## src/rtl/fp_convert_pkg.sv

```systemverilog
// rtl/fp_convert_pkg.sv - shared float field layout, classes and classifier for float-to-int conversion
package fp_convert_pkg;

    localparam int FP_EXP_BIAS = 127;
    localparam int FP_MANT_W   = 23;
    localparam int FP_EXP_MAX  = 255;

    typedef struct packed {
        logic                 sign;
        logic [7:0]           exp;
        logic [FP_MANT_W-1:0] frac;
    } fp32_t;

    typedef enum logic [2:0] {
        FP_ZERO,
        FP_TINY,
        FP_NORM,
        FP_BIG,
        FP_INF,
        FP_NAN
    } fp_class_t;

    // Denormals fall into FP_ZERO; FP_TINY covers normals below 0.5.
    function automatic fp_class_t fp_classify(input fp32_t x, input logic [7:0] big_exp);
        if (x.exp == 8'(FP_EXP_MAX)) return (x.frac != '0) ? FP_NAN : FP_INF;
        if (x.exp == 8'd0)           return FP_ZERO;
        if (x.exp < 8'(FP_EXP_BIAS - 1)) return FP_TINY;
        if (x.exp >= big_exp)        return FP_BIG;
        return FP_NORM;
    endfunction

endpackage

```

## src/rtl/fp_to_int_round_sat.sv

```systemverilog
// rtl/fp_to_int_round_sat.sv - combinational round-to-nearest-even, negation and saturation stage
module fp_to_int_round_sat
    import fp_convert_pkg::*;
#(
    parameter int INT_WIDTH = 21,
    parameter int MAG_W     = 24
) (
    input  logic                 sign,
    input  fp_class_t            cls,
    input  logic [MAG_W-1:0]     mag,
    input  logic                 guard,
    input  logic                 sticky,
`ifdef FP_CONVERT_TO_INT_STATUS_EN
    input  logic                 min_exact,
    output logic [2:0]           status,
`endif
    output logic [INT_WIDTH-1:0] result
);

    localparam logic [MAG_W:0]     NEG_LIM = (MAG_W+1)'(1) << (INT_WIDTH - 1);
    localparam logic [MAG_W:0]     POS_LIM = NEG_LIM - (MAG_W+1)'(1);
    localparam logic [INT_WIDTH-1:0] SAT_MAX = {1'b0, {(INT_WIDTH-1){1'b1}}};
    localparam logic [INT_WIDTH-1:0] SAT_MIN = {1'b1, {(INT_WIDTH-1){1'b0}}};

    logic                 round_up;
    logic [MAG_W:0]       rounded;
    logic                 ovf;
    logic [INT_WIDTH-1:0] mag_trunc;

    always_comb begin
        round_up  = guard && (sticky || mag[0]);
        rounded   = {1'b0, mag} + (MAG_W+1)'(round_up);
        // Negative side has one extra code, so -2^(INT_WIDTH-1) is not an overflow.
        ovf       = rounded > (sign ? NEG_LIM : POS_LIM);
        mag_trunc = rounded[INT_WIDTH-1:0];
        case (cls)
            FP_NORM: begin
                if (ovf) result = sign ? SAT_MIN : SAT_MAX;
                else     result = sign ? (INT_WIDTH)'(-mag_trunc) : mag_trunc;
            end
            FP_BIG, FP_INF: result = sign ? SAT_MIN : SAT_MAX;
            default:        result = '0;
        endcase
    end

`ifdef FP_CONVERT_TO_INT_STATUS_EN
    always_comb begin
        status    = 3'b000;
        status[0] = ((cls == FP_NORM) && (guard || sticky)) || (cls == FP_TINY);
        status[1] = (cls == FP_INF) || ((cls == FP_BIG) && !min_exact) || ((cls == FP_NORM) && ovf);
        status[2] = (cls == FP_NAN);
    end
`endif

endmodule

```

## src/rtl/fp_convert_to_int_pipe.sv

```systemverilog
// rtl/fp_convert_to_int_pipe.sv - 3-stage IEEE-754 single to signed integer converter (optional FP_CONVERT_TO_INT_STATUS_EN)
module fp_convert_to_int_pipe
    import fp_convert_pkg::*;
#(
    parameter int INT_WIDTH = 21
) (
    input  logic                 clk,
    input  logic                 rst,
    input  logic                 snk_valid,
    input  logic [31:0]          snk_data,
    output logic                 snk_ready,
    input  logic                 src_ready,
    output logic                 src_valid,
`ifdef FP_CONVERT_TO_INT_STATUS_EN
    output logic [2:0]           src_status,
`endif
    output logic [INT_WIDTH-1:0] src_data
);

    localparam int LATENCY = 3;
    localparam int AW = (INT_WIDTH > 24) ? INT_WIDTH : 24;
    localparam logic [7:0] BIG_EXP   = 8'(FP_EXP_BIAS + INT_WIDTH - 1);
    localparam logic [7:0] ALIGN_EXP = 8'(FP_EXP_BIAS + FP_MANT_W);

    logic [LATENCY-1:0] vld;
    logic               adv;
    fp32_t              in_fp;

    logic               s1_sign;
    fp_class_t          s1_cls;
    logic [7:0]         s1_exp;
    logic [23:0]        s1_mant;

    logic               s2_sign;
    fp_class_t          s2_cls;
    logic [AW-1:0]      s2_mag;
    logic               s2_guard;
    logic               s2_sticky;

    logic [AW+31:0]       wide_in;
    logic [AW+31:0]       wide;
    logic [AW-1:0]        al_mag;
    logic                 al_guard;
    logic                 al_sticky;
    logic [INT_WIDTH-1:0] rs_result;

    assign in_fp     = snk_data;
    assign src_valid = vld[LATENCY-1];
    assign adv       = !src_valid || src_ready;
    assign snk_ready = rst && adv;

    // Mantissa sits above 32 fraction bits so the shifted-out part yields guard and sticky.
    always_comb begin
        wide_in = (AW+32)'({s1_mant, 32'b0});
        if (s1_exp <= ALIGN_EXP) wide = wide_in >> (ALIGN_EXP - s1_exp);
        else                     wide = wide_in << (s1_exp - ALIGN_EXP);
        al_mag    = '0;
        al_guard  = 1'b0;
        al_sticky = 1'b0;
        if (s1_cls == FP_NORM) begin
            al_mag    = wide[AW+31:32];
            al_guard  = wide[31];
            al_sticky = |wide[30:0];
        end
    end

`ifdef FP_CONVERT_TO_INT_STATUS_EN
    logic       s1_min_exact;
    logic       s2_min_exact;
    logic [2:0] rs_status;

    always_ff @(posedge clk or negedge rst) begin
        if (!rst) begin
            s1_min_exact <= 1'b0;
            s2_min_exact <= 1'b0;
            src_status   <= 3'b000;
        end else if (adv) begin
            s1_min_exact <= in_fp.sign && (in_fp.exp == BIG_EXP) && (in_fp.frac == '0);
            s2_min_exact <= s1_min_exact;
            src_status   <= rs_status;
        end
    end
`endif

    fp_to_int_round_sat #(
        .INT_WIDTH (INT_WIDTH),
        .MAG_W     (AW)
    ) u_round_sat (
        .sign      (s2_sign),
        .cls       (s2_cls),
        .mag       (s2_mag),
        .guard     (s2_guard),
        .sticky    (s2_sticky),
`ifdef FP_CONVERT_TO_INT_STATUS_EN
        .min_exact (s2_min_exact),
        .status    (rs_status),
`endif
        .result    (rs_result)
    );

    always_ff @(posedge clk or negedge rst) begin
        if (!rst) begin
            vld       <= '0;
            s1_sign   <= 1'b0;
            s1_cls    <= FP_ZERO;
            s1_exp    <= '0;
            s1_mant   <= '0;
            s2_sign   <= 1'b0;
            s2_cls    <= FP_ZERO;
            s2_mag    <= '0;
            s2_guard  <= 1'b0;
            s2_sticky <= 1'b0;
            src_data  <= '0;
        end else if (adv) begin
            vld       <= {vld[LATENCY-2:0], snk_valid};
            s1_sign   <= in_fp.sign;
            s1_cls    <= fp_classify(in_fp, BIG_EXP);
            s1_exp    <= in_fp.exp;
            s1_mant   <= {1'b1, in_fp.frac};
            s2_sign   <= s1_sign;
            s2_cls    <= s1_cls;
            s2_mag    <= al_mag;
            s2_guard  <= al_guard;
            s2_sticky <= al_sticky;
            src_data  <= rs_result;
        end
    end

endmodule
```

## config.mk

```make
export PLATFORM = sky130hd
export DESIGN_NAME = fp_convert_to_int_pipe
export DESIGN_NICKNAME = d
export VERILOG_FILES = /design/src/rtl/fp_convert_pkg.sv /design/src/rtl/fp_to_int_round_sat.sv /design/src/rtl/fp_convert_to_int_pipe.sv
export SDC_FILE = /design/constraint.sdc
export NUM_CORES = 1
export LEC_CHECK = 0
export ABC_CLOCK_PERIOD_IN_PS = 5900
export CELL_PAD_IN_SITES_DETAIL_PLACEMENT = 0
export CELL_PAD_IN_SITES_GLOBAL_PLACEMENT = 1
export CORE_AREA = 8 8 193 195
export DETAILED_ROUTE_END_ITERATION = 8
export DIE_AREA = 0 0 201 203
export GPL_TIMING_DRIVEN = 0
export PLACE_DENSITY = 0.54
export SLEW_MARGIN = 5
export SYNTH_ARGS = -nofsm -noshare
export SYNTH_HDL_FRONTEND = slang
export SYNTH_SLANG_ARGS = --single-unit
```

## constraint.sdc

```tcl
create_clock -name clk -period 5.9 [get_ports clk]
set_input_delay 1.475 -clock clk [delete_from_list [all_inputs] [get_ports clk]]
set_output_delay 1.475 -clock clk [all_outputs]
set_load 0.05 [all_outputs]
```

**After elaboration in Yosys (flattened, before gate mapping)**

Index checks and enable logic that the tools add are counted.

- Register bits after elaboration: 90
- Input port bits: 36
- Output and inout port bits: 23
- Word-level logic and storage cells: 67

- Add/sub/neg operators: 4
- $lt $le $gt $ge: 4
- Equality and inequality tests: 5
- Shift-type cells: 2
- Mux-type cells: 32
- Reduce and logical (&&, ||, !) cells: 9

Operators with widths:

| operator | number |
|---|---|
| $mux W21 | 4 |
| $mux W56 | 1 |
| $shl A56 B8 Y56 | 1 |
| $shr A56 B8 Y56 | 1 |
| $pmux W21 S2 | 1 |
| $reduce_or A31 Y1 | 1 |
| $add A24 B1 Y25 | 1 |
| $gt A25 B25 Y1 | 1 |
| $mux W24 | 1 |
| $mux W3 | 8 |
| $reduce_bool A23 Y1 | 1 |
| $neg A21 Y21 | 1 |
| $mux W1 | 17 |
| $eq A3 B2 Y1 const B | 3 |
| $eq A8 B8 Y1 const B | 1 |
| $ge A8 B8 Y1 const B | 1 |
| $le A8 B8 Y1 const B | 1 |
| $logic_not A8 Y1 | 1 |
| $lt A8 B7 Y1 const B | 1 |
| $sub A8 B8 Y8 const A | 1 |
| $sub A8 B8 Y8 const B | 1 |
| $eq A3 B3 Y1 const B | 1 |
| $logic_and A1 B1 Y1 | 2 |
| $logic_or A1 B1 Y1 | 2 |
| other kinds (2) | 2 |

**Depth between registers and ports, before layout**

Gate-level depths: netlist of the first run.

- Word-level depth: 16
- Depth in mapped cells: 21
- Mapped depth without buffers: 18

**Modules after synthesis**

From an unflattened synthesis of the first run, not the netlist that was laid out.

- Cell total of the unflattened synthesis: 991
- Area total of the unflattened synthesis: 8831.0 sq um

By module, submodules not included:

| module | times used | cells an instance | area each (sq um) | sequential area each (sq um) |
|---|---|---|---|---|
| fp_convert_to_int_pipe | 1 | 688 | 6690.2 | 2252.2 |
| fp_to_int_round_sat | 1 | 303 | 2140.8 | 0.0 |

**Least setup slack after synthesis of the first run**

OpenSTA, ideal clock, no wires.

- Path kind: register to register
- From: register s2_mag[0]
- To: register src_data[15]
- Library setup time: 87 ps
- Arrival: 4237 ps
- Data required time: 5813 ps
- Path slack: 1577 ps
- Stages on the path, launching flop included: 20
- Path buffers: 2
- Period minus slack after synthesis: 4323 ps
- Cell sequence: dfrtp_1 > o21a_1 > ha_1 > ha_1 > clkbuf_1 > nand4_1 > or3_2 > nor2b_1 > xnor2_1 > inv_1 > ha_1 > a21o_1 > a21oi_1 > o21ai_0 > o41ai_1 > a21oi_1 > or2_1 > buf_4 > or4b_1 > o211ai_1

- Cells in the longest elaborated chain, start to end: 7
- Elaborated cells on any way between the ends: 8
- Those cells by class: add/sub: 2; order compare: 1; mux: 3; reduce/logical: 2

RTL lines:

| what | line | RTL |
|---|---|---|
| from (decl) | fp_convert_to_int_pipe.sv:36 | `logic [AW-1:0] s2_mag;` |
| from (signal assigned) | fp_convert_to_int_pipe.sv:122 | `s2_mag <= al_mag;` |
| $logic_or A1 B1 Y1 | fp_to_int_round_sat.sv:31 | `round_up = guard && (sticky \|\| mag[0]);` |
| $logic_and A1 B1 Y1 | fp_to_int_round_sat.sv:31 |  |
| $add A24 B1 Y25 * | fp_to_int_round_sat.sv:32 | `rounded = {1'b0, mag} + (MAG_W+1)'(round_up);` |
| $neg A21 Y21 | fp_to_int_round_sat.sv:39 | `else result = sign ? (INT_WIDTH)'(-mag_trunc) : mag_trunc;` |
| $mux W21 | fp_to_int_round_sat.sv:39 |  |
| $mux W21 * | fp_to_int_round_sat.sv:38 | `if (ovf) result = sign ? SAT_MIN : SAT_MAX;` |
| $pmux W21 S2 * | fp_to_int_round_sat.sv:36 | `case (cls)` |
| to (signal assigned) | fp_convert_to_int_pipe.sv:125 | `src_data <= rs_result;` |
| to (decl) | fp_convert_to_int_pipe.sv:17 | `output logic [INT_WIDTH-1:0] src_data` |

Mark *: on every way between the ends. The rest lies on a longest branch, timed or not.
A chain may end at the register's enable or synchronous reset.

**Worst setup path in the final report of the first run**

- From: input port src_ready
- To: output port snk_ready

- Cells in the longest elaborated chain, start to end: 2

RTL lines:

| what | line | RTL |
|---|---|---|
| from (decl) | fp_convert_to_int_pipe.sv:12 | `input logic src_ready,` |
| $logic_or A1 B1 Y1 | fp_convert_to_int_pipe.sv:49 | `assign adv = !src_valid \|\| src_ready;` |
| $logic_and A1 B1 Y1 | fp_convert_to_int_pipe.sv:50 | `assign snk_ready = rst && adv;` |
| to (decl) | fp_convert_to_int_pipe.sv:11 | `output logic snk_ready,` |

Every way passes these cells.

==> metrics.txt, run 1 <==
# TYPE chip_impl_metric gauge
chip_impl_info{name="run_status",value="finished clean"} 1
chip_impl_info{name="critical_path.endpoint_type",value="output pin"} 1
chip_impl_metric{name="hold-path-cell-count",unit=""} 1
chip_impl_metric{name="place.port_buffers",unit=""} 58
chip_impl_metric{name="clk_transition_reported_paths",unit="ps"} 70
chip_impl_info{name="cts_tree",value="yes"} 1
chip_impl_metric{name="dr_wl_met3",unit="um"} 1510
chip_impl_metric{name="power-per-cell-area",unit="nW/um^2"} 447.5
chip_impl_metric{name="cts_max_path_buffers",unit=""} 2
chip_impl_metric{name="cts_hold_buffers",unit=""} 0
chip_impl_metric{name="switching_power",unit="W"} 0.002348
chip_impl_info{name="most_used_flip_flop_cell_after_synthesis",value="sky130_fd_sc_hd__dfrtp_1"} 1
chip_impl_metric{name="cts.htree.levels",unit=""} 3
chip_impl_metric{name="grt_max_degree",unit=""} 57
chip_impl_metric{name="dieHeight",unit="um"} 203
chip_impl_metric{name="synthesis.yosys.warnings",unit=""} 0
chip_impl_metric{name="layout-drive-gt1-share",unit="%"} 7.266
chip_impl_metric{name="max_slew_headroom_at_the_worst_pin",unit="%"} 29.54
chip_impl_metric{name="setup.reg_to_reg.worst_slack",unit="ps"} 560
chip_impl_metric{name="synth_simple_gate_area_share",unit="%"} 24.07
chip_impl_metric{name="layoutNonFillerInstCount",unit=""} 1611
chip_impl_metric{name="final_cell_area_excluding_filler_cells",unit="sq um"} 9921
chip_impl_metric{name="gp_routability_congestion",unit=""} 0.9031
chip_impl_metric{name="fin_util",unit="%"} 29.08
chip_impl_metric{name="grt_residual_overflow",unit=""} 0
chip_impl_metric{name="combPwrFrac",unit="%"} 65.2
chip_impl_info{name="rsz0062_at_grt",value="no"} 1
chip_impl_metric{name="static-leakage-power",unit="nW"} 4.095
chip_impl_metric{name="drt-total-wl",unit="um"} 33440
chip_impl_info{name="critPathLaunchType",value="input port"} 1
chip_impl_metric{name="fillCellCount",unit=""} 3702
chip_impl_info{name="clk_root_buffer_cell",value="sky130_fd_sc_hd__clkbuf_16"} 1
chip_impl_metric{name="cell_internal_power",unit="W"} 0.002091
chip_impl_metric{name="timing.reg2reg.worst_path_depth",unit=""} 20
chip_impl_info{name="end_point_of_the_most_critical_hold_path",value="vld[2]"} 1
chip_impl_info{name="dominant_combinational_cell_family_by_area_after_synthesis",value="simple AND/OR/NAND/NOR gates"} 1
chip_impl_metric{name="async_flop_share",unit="%"} 100.0
chip_impl_metric{name="tightest_slew",unit="ps"} 1049
chip_impl_metric{name="floorplan.die.width",unit="um"} 201
chip_impl_metric{name="multiplexer_share_of_the_synthesized_area",unit="%"} 12.77
chip_impl_metric{name="drt.antenna.violating_nets",unit=""} 0
chip_impl_metric{name="final-setup-viol-count",unit=""} 0
chip_impl_info{name="critical_path.reg2reg.startpoint",value="s2_mag[0]"} 1
chip_impl_metric{name="groute.usage.overall",unit="%"} 16.27
chip_impl_metric{name="ys_seq_area_share",unit="%"} 26.66
chip_impl_metric{name="grt_antenna_before_repair",unit=""} 0
chip_impl_metric{name="synth-xor-area-share",unit="%"} 3.940
chip_impl_metric{name="min_period_over_period",unit="%"} 92.38
chip_impl_info{name="cp-startpoint",value="src_ready"} 1
chip_impl_metric{name="wl_met1",unit="um"} 15130
chip_impl_metric{name="cp_max_fo",unit=""} 10
chip_impl_metric{name="seq_power_share",unit="%"} 21.3
chip_impl_metric{name="postCtsSetupBuffers",unit=""} 0
chip_impl_metric{name="drt_iter0_drc",unit=""} 713
chip_impl_metric{name="final_net_count",unit=""} 1217
chip_impl_info{name="highest_layer",value="met4"} 1
chip_impl_metric{name="synth.net_count",unit=""} 1147
chip_impl_metric{name="dieArea",unit="sq um"} 40800
chip_impl_metric{name="flops_latches_synth",unit=""} 90
chip_impl_info{name="critical_path.reg2reg.endpoint",value="src_data[13]"} 1
chip_impl_metric{name="min_period",unit="ps"} 5451
chip_impl_metric{name="design.portCount",unit=""} 59
chip_impl_metric{name="placementRows",unit=""} 68
chip_impl_metric{name="synth_edf_count",unit=""} 0
chip_impl_metric{name="power.share.switching",unit="%"} 52.89
chip_impl_metric{name="mappedNetlistArea",unit="sq um"} 8448
chip_impl_metric{name="critical_path_required",unit="ps"} 4430
chip_impl_metric{name="vdd_ir_drop_max",unit="V"} 0.0002280
chip_impl_metric{name="post_synth.cell_area_avg",unit="sq um"} 7.808
chip_impl_metric{name="dpl_cell_area",unit="sq um"} 9623
chip_impl_metric{name="hpwlAfterDp",unit="um"} 26540
chip_impl_metric{name="clk_latency",unit="ps"} 360
chip_impl_metric{name="fin_skew",unit="ps"} 11.90
chip_impl_metric{name="via_count_of_the_first_global_routing_pass",unit=""} 8611
chip_impl_metric{name="numCtsBuffers",unit=""} 9
chip_impl_metric{name="avgRoutedWirePerCell",unit="um"} 20.75
chip_impl_metric{name="wl_met2",unit="um"} 15810
chip_impl_metric{name="final-hold-violation-count",unit=""} 0
chip_impl_metric{name="design.core.area",unit="sq um"} 34120
chip_impl_metric{name="synth-compound-area-share",unit="%"} 23.71
chip_impl_metric{name="clock-sinks",unit=""} 90
chip_impl_metric{name="number_of_vias_per_cell",unit=""} 5.304
chip_impl_metric{name="worst_ep_arrival_time",unit="ps"} 3980
chip_impl_metric{name="share_clk_of_total_power",unit="%"} 13.5
chip_impl_metric{name="n_antenna_cell",unit=""} 0
chip_impl_info{name="hold_path.class",value="register to register"} 1
chip_impl_metric{name="vias",unit=""} 8544
chip_impl_metric{name="drt-pass1-iter-count",unit=""} 7
chip_impl_info{name="worstSetupPathType",value="input port to output pin"} 1
chip_impl_metric{name="post-place-cells",unit=""} 1596
chip_impl_metric{name="finalMaxSlewViolations",unit=""} 0
chip_impl_metric{name="post_synth_inst_count",unit=""} 1082
chip_impl_metric{name="synthAdderAreaFrac",unit="%"} 4.295
chip_impl_metric{name="grt_first_pass_wirelength",unit="um"} 52530
chip_impl_metric{name="hold_ws",unit="ps"} 461.4
chip_impl_metric{name="initial_core_util",unit="%"} 24.76
chip_impl_metric{name="detail_route.drc_violations",unit=""} 0
chip_impl_metric{name="syn_to_final_growth",unit="%"} 17.43
chip_impl_metric{name="maxCapViolations",unit=""} 0
chip_impl_metric{name="fmaxAchievable",unit="MHz"} 183.5
chip_impl_info{name="holdCritStartpoint",value="vld[1]"} 1
chip_impl_metric{name="synth.lib_cells_used.distinct",unit=""} 80
==> layout make-up <==
cell class	instances	area (sq um)	share of cell area, %
timing repair buffer	59	605.6	6.104
tap	455	569.3	5.738
clock inverter	5	53.80	0.5423
multi-input combinational	897	5814	58.61
inverter	26	97.59	0.9837
sequential	90	2252	22.70
clock buffer	10	239.0	2.409
buffer	69	289.0	2.913
==> critical path, cell delays in order <==
cell                              delay (ps)
sky130_fd_sc_hd__clkdlybuf4s50_1         470
sky130_fd_sc_hd__nand2b_1                100
sky130_fd_sc_hd__clkbuf_1                340
sky130_fd_sc_hd__clkbuf_1                550
sky130_fd_sc_hd__and2_1                  220
sky130_fd_sc_hd__clkdlybuf4s50_1         800
==> synthesized netlist by cell type (8+ instances only) <==
library cell	number	area [sq um]
sky130_fd_sc_hd__nor2_1	73	274.0
sky130_fd_sc_hd__buf_1	9	33.78
sky130_fd_sc_hd__ha_1	29	362.9
sky130_fd_sc_hd__mux2_2	20	225.2
sky130_fd_sc_hd__buf_2	8	40.04
sky130_fd_sc_hd__o211ai_1	11	82.58
sky130_fd_sc_hd__a21o_1	8	60.06
sky130_fd_sc_hd__o31ai_1	8	60.06
sky130_fd_sc_hd__o21ai_0	83	415.4
sky130_fd_sc_hd__o22ai_1	15	93.84
sky130_fd_sc_hd__a22oi_1	8	60.06
sky130_fd_sc_hd__xnor2_1	27	236.5
sky130_fd_sc_hd__nor3_1	39	195.2
sky130_fd_sc_hd__a211oi_1	22	165.2
sky130_fd_sc_hd__mux4_2	17	382.9
sky130_fd_sc_hd__nor2b_1	13	81.33
sky130_fd_sc_hd__a32oi_1	11	96.34
sky130_fd_sc_hd__clkbuf_1	48	180.2
sky130_fd_sc_hd__dfrtp_1	90	2252
sky130_fd_sc_hd__xor2_1	11	96.34
sky130_fd_sc_hd__nor4_1	16	100.1
sky130_fd_sc_hd__nand4_1	14	87.58
sky130_fd_sc_hd__inv_1	25	93.84
sky130_fd_sc_hd__mux2i_1	47	470.5
sky130_fd_sc_hd__nand2_1	212	795.8
sky130_fd_sc_hd__and2_1	9	56.30
sky130_fd_sc_hd__a21oi_1	63	315.3
sky130_fd_sc_hd__nand3_1	26	130.1
==> power groups by stage <==
stage	sequential, W	combinational, W	clock, W
after CTS	0.000949	0.00288	0.000614
after detailed placement	0.000961	0.00286	0
final	0.000947	0.00289	0.000598
after global routing	0.000972	0.00315	0.000642
after global placement	0.000959	0.00289	0
after floorplan	0.00110	0.00177	0
==> layout by cell type, fill, tap and decap left out, types with 17 or more instances in the layout <==
cell type	instances
sky130_fd_sc_hd__clkbuf_1	47
sky130_fd_sc_hd__xnor2_1	27
sky130_fd_sc_hd__mux2i_1	47
sky130_fd_sc_hd__mux4_2	17
sky130_fd_sc_hd__a211oi_1	22
sky130_fd_sc_hd__nor2_1	73
sky130_fd_sc_hd__o21ai_0	83
sky130_fd_sc_hd__clkdlybuf4s50_1	57
sky130_fd_sc_hd__nand3_1	26
sky130_fd_sc_hd__dfrtp_1	90
sky130_fd_sc_hd__ha_1	29
sky130_fd_sc_hd__a21oi_1	62
sky130_fd_sc_hd__nor3_1	39
sky130_fd_sc_hd__nand2_1	212
sky130_fd_sc_hd__mux2_2	20
sky130_fd_sc_hd__inv_1	25
==> worst max-delay path by stage <==
stage                     slack (ps)      endpoint
after global placement         -2240     snk_ready
after CTS                        350  src_data[13]
after floorplan                 1580  src_data[15]
after detailed placement         370  src_data[13]
after global routing             140  src_data[13]
final                            450     snk_ready
==> registers in the layout, summed over array words and instances, names as in the netlist, 3 cells and up <==
signal / count
s1_mant: 24
s2_mag: 24
src_data: 21
s1_exp: 8
s1_cls: 3
s2_cls: 3
vld: 3
==> metal layers <==
layer / up-vias / track usage, %
met4: 0 / 5.204
met3: 46 / 2.502
met2: 246 / 27.18
met1: 4123 / 21.27
met5: - / 0
li1: 4129 / -
==> through the flow <==
step           total power (W)  TNS (ps)  setup WS (ps)
6_report              0.004440         0          449.4
4_1_cts               0.004438         0          350.3
3_3_place_gp          0.003846    -52940          -2239
3_5_place_dp          0.003822         0          366.2
5_1_grt               0.004766         0          135.1
2_1_floorplan         0.002867         0           1577
==> cell families after synthesis <==
group,Yosys count
compound gates,303
xor+xnor,38
fa+ha+maj,29
buf+inv,95
flops,90
mux,84
simple gates,443
==> what timing repair did <==
| item | in CTS | in global routing |
|---|---|---|
| setup endpoints to repair | 0 | 3 |
| gates resized for setup | 0 | 3 |
| hold endpoints to repair | 0 | 0 |
(Power assumes the default switching activity.)
==> run 2: changes to the inputs <==
--- a/config.mk
+++ b/config.mk
@@ -9,6 +9,7 @@
 export CELL_PAD_IN_SITES_DETAIL_PLACEMENT = 0
 export CELL_PAD_IN_SITES_GLOBAL_PLACEMENT = 1
 export CORE_AREA = 8 8 193 195
+export CTS_CLUSTER_SIZE = 25
 export DETAILED_ROUTE_END_ITERATION = 8
 export DIE_AREA = 0 0 201 203
 export GPL_TIMING_DRIVEN = 0
==> results of run 2 <==
Final layout, timing and power as in run 1 (identical DEF).
==> run 3: changes to the inputs <==
--- a/config.mk
+++ b/config.mk
@@ -13,6 +13,7 @@
 export DETAILED_ROUTE_END_ITERATION = 8
 export DIE_AREA = 0 0 201 203
 export GPL_TIMING_DRIVEN = 0
+export HOLD_SLACK_MARGIN = 0.15
 export PLACE_DENSITY = 0.54
 export SLEW_MARGIN = 5
 export SYNTH_ARGS = -nofsm -noshare
==> results of run 3 <==
Final layout, timing and power as in run 1 (identical DEF).
